**config.mk**
```make
export PLATFORM = sky130hd
export DESIGN_NAME = mcdt_arbiter
export DESIGN_NICKNAME = d
export VERILOG_FILES = /design/src/rtl/mcdt_pkg.sv /design/src/rtl/mcdt_rr_pick.sv /design/src/rtl/mcdt_arbiter.sv
export SDC_FILE = /design/constraint.sdc
export NUM_CORES = 1
export LEC_CHECK = 0
export ABC_AREA = 1
export CAP_MARGIN = 20
export CORE_ASPECT_RATIO = 1.2
export CORE_MARGIN = 2
export CORE_UTILIZATION = 41
export CTS_CLUSTER_DIAMETER = 30
export DETAILED_ROUTE_END_ITERATION = 12
export PLACE_DENSITY = 0.95
export SLEW_MARGIN = 20
export SYNTH_ARGS = -nofsm -noshare
export SYNTH_HDL_FRONTEND = slang
export SYNTH_SLANG_ARGS = --single-unit
```
**constraint.sdc**
```tcl
create_clock -name clk_i -period 2.25 [get_ports clk_i]
set_input_delay 0.3375 -clock clk_i [delete_from_list [all_inputs] [get_ports clk_i]]
set_output_delay 0.3375 -clock clk_i [all_outputs]
set_load 0.005 [all_outputs]
```
**src/rtl/mcdt_pkg.sv**
```systemverilog
// -----------------------------------------------------------------------------
// mcdt_pkg
// Shared types and constants for the MCDT output-port arbitration logic.
//   mcdt_arb_state_e : arbiter FSM states (IDLE, XFER)
//   MCDT_NCH         : number of channels sharing the output port
//   MCDT_ID_W        : width of a channel id
//   mcdt_next_id()   : cyclic successor of a channel id (2 wraps to 0)
// -----------------------------------------------------------------------------
package mcdt_pkg;

  localparam int MCDT_NCH  = 3;
  localparam int MCDT_ID_W = 2;

  typedef enum logic {
    IDLE = 1'b0,
    XFER = 1'b1
  } mcdt_arb_state_e;

  // Any id at or above the last channel wraps to 0, so an out-of-range id
  // can never select a channel that does not exist.
  function automatic logic [MCDT_ID_W-1:0] mcdt_next_id(input logic [MCDT_ID_W-1:0] id);
    return (id >= MCDT_ID_W'(MCDT_NCH - 1)) ? '0 : id + MCDT_ID_W'(1);
  endfunction

endpackage

```
**src/rtl/mcdt_rr_pick.sv**
```systemverilog
// -----------------------------------------------------------------------------
// mcdt_rr_pick
// Combinational round-robin picker. Scans the eligible mask in cyclic order
// starting at i_last_id+1 and returns the first eligible channel.
// Ports:
//   i_elig    [MCDT_NCH-1:0]  : per-channel eligible mask
//   i_last_id [MCDT_ID_W-1:0] : previously granted channel
//   o_found                   : at least one channel is eligible
//   o_next_id [MCDT_ID_W-1:0] : winning channel (0 when nothing is eligible)
// -----------------------------------------------------------------------------
module mcdt_rr_pick
  import mcdt_pkg::*;
(
  input  logic [MCDT_NCH-1:0]  i_elig,
  input  logic [MCDT_ID_W-1:0] i_last_id,
  output logic                 o_found,
  output logic [MCDT_ID_W-1:0] o_next_id
);

  logic [MCDT_ID_W-1:0] w_cand;

  // Walk the ring once; the first hit sticks, later hits are ignored.
  always_comb begin
    o_found   = 1'b0;
    o_next_id = '0;
    w_cand    = i_last_id;
    for (int k = 0; k < MCDT_NCH; k++) begin
      w_cand = mcdt_next_id(w_cand);
      if (!o_found && i_elig[w_cand]) begin
        o_found   = 1'b1;
        o_next_id = w_cand;
      end
    end
  end

endmodule

```
**src/rtl/mcdt_arbiter.sv**
```systemverilog
// -----------------------------------------------------------------------------
// mcdt_arbiter
// Round-robin burst arbiter sharing the MCDT output port among three channel
// FIFOs. A grant is taken in IDLE, then up to BURST_MAX words are popped (one
// per cycle) in XFER; every grant change costs one IDLE bubble.
//
// Handshake: chN_req_i is the FIFO's valid (head word on chN_data_i is valid
// while it is high); chN_pop_o is the combinational accept, and the word is
// consumed at the clock edge where req and pop are both high. mcdt_val_o marks
// a registered word on mcdt_data_o/mcdt_id_o for exactly one cycle; the
// downstream stage has no backpressure.
//
// Ports:
//   clk_i, rstn_i                 : clock, asynchronous active-low reset
//   ch0..2_req_i                  : channel FIFO non-empty
//   ch0..2_data_i [DW-1:0]        : channel FIFO head word
//   arb_en_i      [2:0]           : per-channel enable mask
//   ch0..2_pop_o                  : combinational pop to each FIFO
//   mcdt_data_o   [DW-1:0]        : registered output word (0 when idle)
//   mcdt_val_o                    : registered output valid
//   mcdt_id_o     [1:0]           : registered source channel (held when idle)
// -----------------------------------------------------------------------------
module mcdt_arbiter
  import mcdt_pkg::*;
#(
  parameter int DW        = 32,
  parameter int BURST_MAX = 4
) (
  input  logic                 clk_i,
  input  logic                 rstn_i,
  input  logic                 ch0_req_i,
  input  logic                 ch1_req_i,
  input  logic                 ch2_req_i,
  input  logic [DW-1:0]        ch0_data_i,
  input  logic [DW-1:0]        ch1_data_i,
  input  logic [DW-1:0]        ch2_data_i,
  input  logic [MCDT_NCH-1:0]  arb_en_i,
  output logic                 ch0_pop_o,
  output logic                 ch1_pop_o,
  output logic                 ch2_pop_o,
  output logic [DW-1:0]        mcdt_data_o,
  output logic                 mcdt_val_o,
  output logic [MCDT_ID_W-1:0] mcdt_id_o
);

  localparam int CNT_W = $clog2(BURST_MAX) + 1;
  localparam logic [CNT_W-1:0] CNT_LAST = CNT_W'(BURST_MAX - 1);

  // All FSM state in one struct so it can be probed as a unit.
  typedef struct packed {
    mcdt_arb_state_e      state;
    logic [MCDT_ID_W-1:0] owner;
    logic [MCDT_ID_W-1:0] last_id;
    logic [CNT_W-1:0]     cnt;
  } arb_ctl_t;

  arb_ctl_t             r_ctl;
  logic [DW-1:0]        r_data;
  logic                 r_val;
  logic [MCDT_ID_W-1:0] r_id;

  logic [MCDT_NCH-1:0]  w_elig;
  logic [MCDT_NCH-1:0]  w_pop;
  logic                 w_pop_any;
  logic                 w_xfer;
  logic                 w_found;
  logic [MCDT_ID_W-1:0] w_next_id;
  logic [DW-1:0]        w_head;

  assign w_elig = {ch2_req_i, ch1_req_i, ch0_req_i} & arb_en_i;
  assign w_xfer = (r_ctl.state == XFER);

  // Only the owner can pop, so at most one pop bit is ever set.
  always_comb begin
    w_pop = '0;
    for (int n = 0; n < MCDT_NCH; n++) begin
      w_pop[n] = w_xfer && (r_ctl.owner == MCDT_ID_W'(n)) && w_elig[n];
    end
  end

  assign w_pop_any = |w_pop;

  always_comb begin
    case (r_ctl.owner)
      2'd0:    w_head = ch0_data_i;
      2'd1:    w_head = ch1_data_i;
      default: w_head = ch2_data_i;
    endcase
  end

  mcdt_rr_pick u_pick (
    .i_elig    (w_elig),
    .i_last_id (r_ctl.last_id),
    .o_found   (w_found),
    .o_next_id (w_next_id)
  );

  always_ff @(posedge clk_i or negedge rstn_i) begin
    if (!rstn_i) begin
      r_ctl.state   <= IDLE;
      r_ctl.owner   <= '0;
      r_ctl.last_id <= MCDT_ID_W'(MCDT_NCH - 1);  // ch0 wins the first pick
      r_ctl.cnt     <= '0;
      r_data        <= '0;
      r_val         <= 1'b0;
      r_id          <= '0;
    end else begin
      // Output stage: a word only on a pop cycle, zero otherwise; id holds.
      r_val  <= w_pop_any;
      r_data <= w_pop_any ? w_head : '0;
      if (w_pop_any) begin
        r_id <= r_ctl.owner;
      end

      case (r_ctl.state)
        IDLE: begin
          if (w_found) begin
            r_ctl.owner <= w_next_id;
            r_ctl.cnt   <= '0;
            r_ctl.state <= XFER;
          end
        end
        XFER: begin
          if (w_pop_any) begin
            r_ctl.cnt <= r_ctl.cnt + CNT_W'(1);
            // A full burst always releases, even if the owner still has data.
            if (r_ctl.cnt == CNT_LAST) begin
              r_ctl.last_id <= r_ctl.owner;
              r_ctl.state   <= IDLE;
            end
          end else begin
            // Owner ran dry or was disabled: release in this same cycle.
            r_ctl.last_id <= r_ctl.owner;
            r_ctl.state   <= IDLE;
          end
        end
        default: r_ctl.state <= IDLE;
      endcase
    end
  end

  assign ch0_pop_o   = w_pop[0];
  assign ch1_pop_o   = w_pop[1];
  assign ch2_pop_o   = w_pop[2];
  assign mcdt_data_o = r_data;
  assign mcdt_val_o  = r_val;
  assign mcdt_id_o   = r_id;

endmodule
```
==> metrics.md <==
| Metric | Value |
|---|---|
| Pwr dens | `870.8 nW/um2` |
| Final Skew | `0.01008 ns` |
| RSZ-0062 raised after global routing | `false` |
| FF+latch count, synth | `43` |
| Die height | `87.39 um` |
| I/O pins | `142` |
| Core Area | `5630 um2` |
| Worst path cell trace | `inv_6 > nand2_1 > nor2_1 > nand2_1 > inv_1 > clkdlybuf4s50_1` |
| DIE AREA | `6423 um2` |
| All-Layer GR Usage | `23.40%` |
| CTS Buf Count | `5` |
| Setup Viol. Count Final | `0` |
| Worst endpoint required time | `1.91 ns` |
| Area growth from synthesis to layout | `65.35%` |
| Worst VDD drop | `0.8339 mV` |
| First-pass GRT wire length | `11800 um` |
| H-Tree Depth | `2` |
| Worst slew pin tran | `0.3907 ns` |
| Commonest non-fill, non-tap cell in the layout | `clkdlybuf4s50_1` |
| Routability-driven placement congestion ratio | `0.8608` |
| Largest stage delay, worst path | `0.49 ns` |
| CTS max path bufs | `2` |
| Post-synth cell types | `23` |
| Setup ws final | `0.1331 ns` |
| 1st-pass router iterations | `4` |
| Buffer count from post-CTS setup fixing | `0` |
| DRC violations left | `0` |
| Total power | `0.003421 W` |
| Starting DRT DRC Count | `138` |
| Syn_nets | `439` |
| Most used cell, CP | `nand2_1` |
| Met3 Use GR | `4.514%` |
| WP data arrival | `1.78 ns` |
| Worst-path fanout max | `17` |
| Register Area | `1077 um2` |
| # rows | `30` |
| Slowest CP cell | `clkdlybuf4s50_1` |
| Grt ovf | `0` |
| PortBufs | `141` |
| Layout cells sized above 1 | `5.920%` |
| Fin crit share | `94.09%` |
| Sequential element share of the synthesized area | `45.34%` |
| Met2 Track Usage GR | `44.56%` |
| Post-route ant nets | `0` |
| CTS sink count | `43` |
| Final-stage net count | `578` |
| Max_slew headroom | `73.95%` |
| Post-Syn Instances | `333` |
| Critical path type | `flop to output pin` |
| Area of the multi-input gates | `1045 um2` |
| Diodes inserted | `0` |
| Initial Utilization | `42.20%` |
| Fin crit period | `2.117 ns` |
| Met1 Use GR | `23.51%` |
| Detailed placer's ending HPWL | `5502 um` |
| Synth Warn # | `0` |
| Clk_lat worst skew | `0.29 ns` |
| CTS root buf | `clkbuf_8` |
| CP endpoint kind | `output pin` |
| FILL cells | `438` |
| Dpl ws | `0.2061 ns` |
| Buffers & Inverters on Critical Path | `3` |
| CTS tree | `built` |
| Chip width | `73.50 um` |
| Type of the most critical hold path | `input pin to async pin` |
| Detailed Route WL | `7220 um` |
| Largest net degree at the start of global routing | `35` |
| Lkg Pwr | `2.069 nW` |
| Most frequent cells in the layout | `clkdlybuf4s50_1, nand2_1, nand3_1` |
| Setup TNS | `0 ns` |
| Synthesized area | `2376 um2` |
| FMAX | `472.4 MHz` |
| Vias in the first global route | `2785` |
| Max-Cap Viols | `0` |
| Antenna violations before repair | `0` |
| Startpoint types | `flop` |
| Max Slew Vio Count | `0` |
| Status | `finished, final reports clean` |
| Family with the most delay on the worst path | `buffers and inverters` |
| Total number of vias | `2685` |
| Hold Violations, Final | `0` |
| Average size of a mapped cell | `7.135 um2` |
| Gr busiest metal | `met2` |
| Clk slew on worst S/H paths | `0.08 ns` |
| Post-DR vias/cell | `5.000` |
| WL per Instance | `13.45 um` |
-- synthesized netlist by cell type --
cell	count	area, um2
nor2_4	1	11.26
inv_2	3	11.26
nand3_1	75	375.4
nand4_1	3	18.77
ha_1	2	25.02
dfrtp_1	42	1051
clkbuf_1	9	33.78
nor2_2	1	6.260
nand3_4	1	17.52
nand3_2	5	50.05
buf_4	1	7.510
or2_0	2	12.51
buf_6	1	11.26
nand2_1	126	473.0
o21ai_2	1	8.760
o21ai_0	3	15.01
buf_1	3	11.26
inv_1	42	157.7
inv_4	1	6.260
nor2_1	6	22.52
dfstp_2	1	26.28
a21oi_2	1	8.760
buf_2	3	15.01
-- logic make-up after synthesis --
family / synth area share [%]
simple gates: 41.55
fa+ha+maj: 1.053
flops: 45.34
buf+inv: 10.69
compound gates: 1.369
-- where the power goes --
| group | total, W | internal, W | switching, W |
|---|---|---|---|
| registers | 0.00107 | 0.000953 | 0.000121 |
| logic | 0.00188 | 0.000787 | 0.00109 |
| clock network | 0.000466 | 0.000221 | 0.000246 |
| total | 0.00342 | 0.00196 | 0.00146 |
-- layout make-up --
cell class,count,area share (%)
repair buffers,149,37.39
flip-flops and latches,43,27.42
multi-input cells,227,26.59
inverters,46,4.522
clock buffers,8,2.038
well taps,64,2.038
-- flip-flops by register name, indices dropped and copies added (netlist names) --
| signal | cells |
|---|---|
| mcdt_data_o | 32 |
| r_ctl | 7 |
| mcdt_id_o | 2 |
| mcdt_val_o | 1 |
| w_xfer | 1 |
-- routing by layer --
layer	wire length [um]	part of all wire, %
met1	2702	37
met4	170	2.4
met5	0	0
met2	3878	54
met3	469	6.5
-- per-stage QoR --
stage               std cells  util (%)  cell area, um2  hold WS, ns
floorplan                 333         -            2376      0.04191
global placement          528     68.13            3836       0.2522
detailed placement        528     68.13            3836       0.2564
CTS                       537     69.73            3926       0.4896
global route              537     69.78            3929       0.5093
finish                    537     69.78            3929       0.4833
-- final timing paths --
path,startpoint,end,slack [ns],cells after the start
min in group clk_i,mcdt_id_o[1],mcdt_id_o[1],0.49,2
max in group asynchronous,rstn_i,r_ctl[4],1.20,3
worst min register to register,mcdt_id_o[1],mcdt_id_o[1],0.49,2
worst min-delay path,rstn_i,mcdt_data_o[20],0.48,2
worst max-delay path,r_ctl[6],ch1_pop_o,0.13,6
worst max register to register,r_ctl[6],mcdt_data_o[13],0.61,8
-- repair_timing --
item | 4_1_cts | 5_1_grt
endpoints found under the hold margin | 13 | 0
gates resized for setup | 0 | 1
hold buffers | 1 | 0
endpoints found under the setup margin | 0 | 1
(Power assumes the default switching activity.)
